`src/rtl/dma_axi_rd_stream.sv`:
```
// AXI4 read-DMA master: splits a word-count transfer into INCR bursts (max MAX_BURST,
// never crossing 4 KB) and streams the read data to a valid/ready sink.
module dma_axi_rd_stream #(
    parameter int ADDR_W    = 32,
    parameter int DATA_W    = 32,
    parameter int LEN_W     = 16,
    parameter int MAX_BURST = 16
) (
    input  logic              clk,
    input  logic              rst,
    input  logic              start,
    input  logic [ADDR_W-1:0] start_addr,
    input  logic [LEN_W-1:0]  total_len,
    output logic              busy,
    output logic              done,
    output logic              error,
    output logic              out_valid,
    output logic [DATA_W-1:0] out_data,
    output logic              out_last,
    input  logic              out_ready,
    output logic [3:0]        m_axi_arid,
    output logic [ADDR_W-1:0] m_axi_araddr,
    output logic [7:0]        m_axi_arlen,
    output logic [2:0]        m_axi_arsize,
    output logic [1:0]        m_axi_arburst,
    output logic              m_axi_arlock,
    output logic [3:0]        m_axi_arcache,
    output logic [2:0]        m_axi_arprot,
    output logic [3:0]        m_axi_arqos,
    output logic              m_axi_arvalid,
    input  logic              m_axi_arready,
    input  logic [DATA_W-1:0] m_axi_rdata,
    input  logic [1:0]        m_axi_rresp,
    input  logic              m_axi_rlast,
    input  logic              m_axi_rvalid,
    output logic              m_axi_rready
);

    localparam int SIZE = $clog2(DATA_W / 8);
    localparam int CW   = ((LEN_W > 13) ? LEN_W : 13) + 1;

    typedef enum logic [1:0] {IDLE, CALC, ADDR, DATA} state_t;

    state_t            state;
    logic [ADDR_W-1:0] addr;
    logic [LEN_W-1:0]  remaining;
    logic [8:0]        beats_q;
    logic [7:0]        arlen_q;
    logic [7:0]        beat_cnt;

    logic [CW-1:0]     to4k;
    logic [CW-1:0]     lim;
    logic [8:0]        beats_c;
    logic              accept;
    logic              last_of_burst;
    logic              beat_err;

    // Burst size is the smallest of words left, MAX_BURST and beats up to the next 4 KB page.
    always_comb begin
        to4k = CW'((13'd4096 - {1'b0, addr[11:0]}) >> SIZE);
        lim  = CW'(remaining);
        if (lim > CW'(MAX_BURST)) lim = CW'(MAX_BURST);
        if (lim > to4k)           lim = to4k;
        beats_c = 9'(lim);
    end

    assign accept        = (state == DATA) && m_axi_rvalid && out_ready;
    assign last_of_burst = (beat_cnt == arlen_q);
    assign beat_err      = (m_axi_rresp != 2'b00) || (m_axi_rlast != last_of_burst);

    assign m_axi_arid    = 4'd0;
    assign m_axi_araddr  = addr;
    assign m_axi_arlen   = arlen_q;
    assign m_axi_arsize  = 3'(SIZE);
    assign m_axi_arburst = 2'b01;
    assign m_axi_arlock  = 1'b0;
    assign m_axi_arcache = 4'h2;
    assign m_axi_arprot  = 3'b010;
    assign m_axi_arqos   = 4'd0;

    // Zero-latency data path: the sink's ready is the AXI ready while a burst is open.
    assign out_valid    = (state == DATA) && m_axi_rvalid;
    assign out_data     = m_axi_rdata;
    assign out_last     = out_valid && (remaining == LEN_W'(1));
    assign m_axi_rready = (state == DATA) && out_ready;

    // NOTE: all state here uses non-blocking assignments so every register samples pre-edge values.
    always_ff @(posedge clk or posedge rst) begin
        if (rst) begin
            state         <= IDLE;
            addr          <= '0;
            remaining     <= '0;
            beats_q       <= '0;
            arlen_q       <= '0;
            beat_cnt      <= '0;
            busy          <= 1'b0;
            done          <= 1'b0;
            error         <= 1'b0;
            m_axi_arvalid <= 1'b0;
        end else begin
            done <= 1'b0;
            case (state)
                IDLE: begin
                    if (start) begin
                        addr      <= start_addr;
                        remaining <= total_len;
                        error     <= 1'b0;
                        if (total_len == '0) begin
                            done <= 1'b1;
                        end else begin
                            busy  <= 1'b1;
                            state <= CALC;
                        end
                    end
                end
                CALC: begin
                    beats_q       <= beats_c;
                    arlen_q       <= 8'(beats_c - 9'd1);
                    m_axi_arvalid <= 1'b1;
                    state         <= ADDR;
                end
                ADDR: begin
                    if (m_axi_arready) begin
                        m_axi_arvalid <= 1'b0;
                        beat_cnt      <= '0;
                        state         <= DATA;
                    end
                end
                DATA: begin
                    if (accept) begin
                        beat_cnt  <= beat_cnt + 8'd1;
                        remaining <= remaining - LEN_W'(1);
                        if (beat_err) error <= 1'b1;
                        // The burst ends on beat count; rlast only feeds the error check.
                        if (last_of_burst) begin
                            addr <= addr + (ADDR_W'(beats_q) << SIZE);
                            if (remaining == LEN_W'(1)) begin
                                done  <= 1'b1;
                                busy  <= 1'b0;
                                state <= IDLE;
                            end else begin
                                state <= CALC;
                            end
                        end
                    end
                end
                default: state <= IDLE;
            endcase
        end
    end

endmodule
```
`config.mk`:
```
export PLATFORM = sky130hd
export DESIGN_NAME = dma_axi_rd_stream
export DESIGN_NICKNAME = d
export VERILOG_FILES = /design/src/rtl/dma_axi_rd_stream.sv
export SDC_FILE = /design/constraint.sdc
export NUM_CORES = 1
export LEC_CHECK = 0
export CORE_ASPECT_RATIO = 0.6
export CORE_UTILIZATION = 47
export DETAILED_ROUTE_END_ITERATION = 12
export PLACE_DENSITY = 0.81
export SLEW_MARGIN = 25
export SYNTH_ARGS = -nofsm -noshare
export SYNTH_HDL_FRONTEND = slang
export SYNTH_SLANG_ARGS = --single-unit
```
`constraint.sdc`:
```
create_clock -name clk -period 5.8 [get_ports clk]
set_input_delay 0.58 -clock clk [delete_from_list [all_inputs] [get_ports clk]]
set_output_delay 0.58 -clock clk [all_outputs]
set_load 0.02 [all_outputs]
```
After elaboration in Yosys (flattened, before gate mapping)
Cells that the tools add are included.
- flip-flop bits (word level): 79
- input port bits: 89
- output and inout bits: 100
- word-level logic and storage cells: 85
- add/sub/neg operators: 5
- magnitude comparators: 2
- eq/ne operators: 13
- multiplexer cells: 37
- reduce and logical (&&, ||, !) cells: 18
- operators with widths (cell ; number):
    $mux 32 ; 3
    $pmux 32 s2 ; 1
    $mux 16 ; 3
    $add 32x11->32 ; 1
    $pmux 16 s2 ; 1
    $eq 16x1->1 const B ; 1
    $gt 16x15->1 ; 1
    $gt 16x5->1 const B ; 1
    $logic_not 16->1 ; 1
    $mux 8 ; 2
    $pmux 8 s2 ; 1
    $sub 16x1->16 const B ; 1
    $mux 1 ; 15
    $sub 13x12->14 const A ; 1
    $ne 2x2->1 const B ; 6
    $mux 2 ; 5
    $mux 9 ; 1
    $add 8x1->8 const B ; 1
    $eq 8x8->1 ; 1
    $pmux 1 s2 ; 4
    $pmux 2 s4 ; 1
    $reduce_and 4->1 ; 2
    $reduce_bool 2->1 ; 4
    $sub 8x1->8 const B ; 1
    11 further kinds ; 16

Depth between registers and ports, before layout
- depth in word-level cells: 6
- mapped depth: 21

Worst setup path before layout
No wires, ideal clock.
- path kind: flip-flop to flip-flop
- from: register addr[2], in the netlist m_axi_araddr[2]
- to: register arlen_q[6], in the netlist m_axi_arlen[6]
- library setup time: 82 ps
- arrival time: 4504 ps
- path slack: 1214 ps
- stages on the path, launching flop included: 20
- buffers on the path: 4
- period minus slack after synthesis: 4586 ps
- cells stage by stage: dfrtp_1 -> or4_4 -> buf_6 -> or3_1 -> buf_2 -> or3_1 -> buf_6 -> nor4_2 -> xor2_1 -> ha_1 -> nand4_1 -> o21ai_0 -> o31a_1 -> clkbuf_1 -> a21oi_1 -> ha_1 -> nand2_1 -> nor4b_1 -> inv_1 -> a31oi_1
- longest elaborated chain between the ends: 4
- RTL lines (what ; line ; text):
    start, declared ; 45 ; logic [ADDR_W-1:0] addr;
    start signal, assigned ; 105 ; addr <= start_addr;
    start signal, assigned ; 136 ; addr <= addr + (ADDR_W'(beats_q) << SIZE);
    $sub 13x12->14 * ; 60 ; to4k = CW'((13'd4096 - {1'b0, addr[11:0]}) >> SIZE);
    $gt 16x15->1 ; 63 ; if (lim > to4k) lim = to4k;
    $mux 9 * ; 63 ;
    $sub 8x1->8 * ; 118 ; arlen_q <= 8'(beats_c - 9'd1);
    end signal, assigned ; 118 ;
    end, declared ; 48 ; logic [7:0] arlen_q;
Mark *: on every way between the ends. The rest lies on a longest branch, timed or not.
A chain may end at the register's enable or synchronous reset.

Final worst setup path
Ends and elaborated chain as after synthesis.

==> metrics.cfg <==
[pwr]
power_leakage_uw = 0.00293
pwr-share-seq_pct = 27.3
swShare_pct = 48.9
power_frac_clock_pct = 13.8
p_sw_uw = 2110
p_int_uw = 2200
comb_power_share_pct = 59.0
power_density_nw_per_um2 = 614
vdd_drop_max_mv = 0.301

[sta]
skew_ns = 0.00615
holdWs_ns = 0.508
min_period_over_period_pct = 89.8
tightest_slew_ns = 0.916
final_hold_viol_count = 0
fin_crit_ns = 5.21
report.final.slew_viol_count = 0
rsz0062_at_grt = no
setup-violations-final = 0
finalSetupTns_ns = 0
maxSlewHeadroom_pct = 39.0
timing.fmax_ghz = 0.192

[floorplan]
die_y_um = 88.5
die_area_um2 = 12900
row_count = 31
core-area_um2 = 12100
die_w_um = 146
start_util_pct = 48.4
ios = 189

[setup_path]
worstSetupPathType = reg -> reg
cp.arrival_ns = 5.47
endpoint_kind = register
cp_top_family = simple AND/OR/NAND/NOR gates
reg2reg_depth = 16
crit_slowest_cell = or4_4
r2r_slack_ns = 0.59
path_cells = or4_4 > or3_1 > or3_1 > nor4_2 > xor2_1 > ha_1 > nand4_1 > o21ai_0 > o31a_1 > buf_4 > a31oi_1 > ha_1 > nand2_1 > nor4b_1 > inv_1 > a31oi_1
slowest_delay_ns = 0.59
cp_num_buf_inv = 2
worstPathRequired_ns = 6.06
worstReg2RegStart = m_axi_araddr[2]
r2r_end = m_axi_arlen[6]
startpoint_type = register
path_max_fanout = 17

[logic_synthesis]
synth_seq_cells = 79
yosysMostFrequentCell = dfrtp_1
yosys-top-cells-count = dfrtp_1, a21oi_1, nand2_1, buf_4, nor2_1
synth_top_area_share_pct = 33.7
synth_edf_count = 0
synth_cells = 697
synthArstFlopShare_pct = 100
synth.top_cells.by_area = dfrtp_1, buf_4, ha_1, a21oi_1, nand2_1
synthFlopType = dfrtp_1
ys_seq_area_share_pct = 33.7
synth_largest_area_cell = dfrtp_1
syn_area_per_cell_um2 = 8.41
synth_cell_types = 66
syn-cell-area_um2 = 5860
yosysWarnings = 0

[cts]
cts_max_level = 3
cts_buffers = 9
cts.clk_slew.worst_paths_ns = 0.06
clk_path_buf_depth = 2
ctsResizeCount = 0
ctsHoldBuffers = 0
cts-root-buf = clkbuf_16
clk_latency_ns = 0.34
clkSinkCount = 79
cts_tree = yes
post_cts_buffers = 0

[hold_path]
min_path_cells = 1
worstHoldStart = m_axi_arvalid
hold_path.class = reg -> reg
holdPathEnd = m_axi_arvalid

[placed_design]
place_congestion = 0.900
dp_hpwl_um = 12300
numPortBuffers = 103
place_inst = 909

[global_routing]
grt_start_max_net_pins = 62
grt_pass1_wl_um = 27100
track_usage_pct = 26.4
grt_overflow = 0
grt_pass1_vias = 5263
antenna_found_initial = 0

[final_layout]
seqCellArea_um2 = 1980
area.growth.synth_to_final_pct = 19.7
final_cell_count_no_fill = 925
nets = 875
layout-drive-gt1-share_pct = 5.26
fillers = 1098
antennaDiodeCount = 0
multi_input_area_um2 = 3340

[route]
vias = 5569
drt-pass1-iter-count = 5
wl_per_cell_um = 18.2
final_antenna_net_count = 0
finalWirelength_um = 16800
drc_errors = 0
drt_iter0_drc = 517
vias_per_cell = 6.02

[outcome]
status = finished, final reports clean

[flow_run]
drv_cap = 0

## worst register-to-register path, cell delays in order (launching register included)
cell	delay [ns]
dfrtp_1	0.46
or4_4	0.60
or3_1	0.45
or3_1	0.53
nor4_2	0.33
xor2_1	0.12
ha_1	0.32
nand4_1	0.19
o21ai_0	0.13
o31a_1	0.41
buf_4	0.23
a31oi_1	0.21
ha_1	0.27
nand2_1	0.14
nor4b_1	0.48
inv_1	0.10
a31oi_1	0.17
## final cells by class
| cell class | count | area share (%) |
|---|---|---|
| clock inverter | 5 | 0.802 |
| inverter | 27 | 1.44 |
| clock buffer | 11 | 3.60 |
| sequential | 79 | 28.2 |
| tap | 165 | 2.94 |
| multi-input combinational | 527 | 47.5 |
| timing repair buffer | 111 | 15.5 |
## metal layers
metal | GRT usage (%) | up-vias | wire (µm)
li1 | - | 2563 | -
met1 | 36.9 | 2686 | 7720
met2 | 41.6 | 301 | 7420
met3 | 6.86 | 19 | 1550
met4 | 5.68 | 0 | 141
met5 | 0 | - | 0
## state kept, by name, indices dropped and copies added (netlist names)
register and count:
m_axi_arlen 8, beats_q 9, done 1, m_axi_arvalid 1
error 1, busy 1, m_axi_araddr 32, remaining 16
state 2, beat_cnt 8
## power groups by stage
stage	logic, µW	registers (µW)	clock network [µW]
floorplan	1660	1210	0
global placement	2370	1150	0
detailed placement	2490	1160	0
CTS	2500	1160	596
global route	2780	1210	619
finish	2540	1170	593
## logic make-up after synthesis
family / Yosys count / share of synthesized area, %
AND/OR/NAND/NOR: 221 / 19.3
AO/OA/AOI/OAI: 196 / 20.4
multiplexers: 20 / 3.50
XOR/XNOR: 32 / 5.04
flip-flops: 79 / 33.7
other: 2 / 0.128
buffers and inverters: 116 / 11.1
adder cells (fa/ha/maj): 31 / 6.74
## through the flow
step / setup WS (ns) / power (µW) / utilization [%] / cell area, µm²
after floorplan: 1.21 / 2870 / - / 5960
after global placement: 1.05 / 3520 / 55.4 / 6710
after detailed placement: 0.693 / 3650 / 55.4 / 6710
after CTS: 0.678 / 4260 / 58.0 / 7020
after global routing: 0.231 / 4610 / 58.0 / 7020
final: 0.590 / 4310 / 58.0 / 7020
## worst max path at each step
| stage | startpoint | to | slack [ns] | depth (start not counted) |
|---|---|---|---|---|
| CTS | m_axi_araddr[2] | m_axi_arlen[6] | 0.68 | 16 |
| finish | m_axi_araddr[2] | m_axi_arlen[6] | 0.59 | 16 |
| global route | m_axi_araddr[2] | m_axi_arlen[6] | 0.23 | 16 |
| floorplan | m_axi_araddr[2] | m_axi_arlen[6] | 1.21 | 19 |
| detailed placement | m_axi_araddr[2] | m_axi_arlen[6] | 0.69 | 16 |
| global placement | m_axi_araddr[2] | m_axi_arlen[6] | 1.05 | 16 |
## cells in the final DEF, fill, tap and decap left out, types with 12 or more instances in the layout
master           count
nor2_1              48
mux2i_1             16
ha_1                29
nand2_1             55
dfrtp_1             79
o22ai_1             30
o21ai_0             38
xor2_1              12
nor3_1              12
nand3_1             25
inv_1               25
nand4_1             15
a21oi_1             63
clkdlybuf4s50_1    103
xnor2_1             18
conb_1              27
Power figures use the tool's default switching activity.
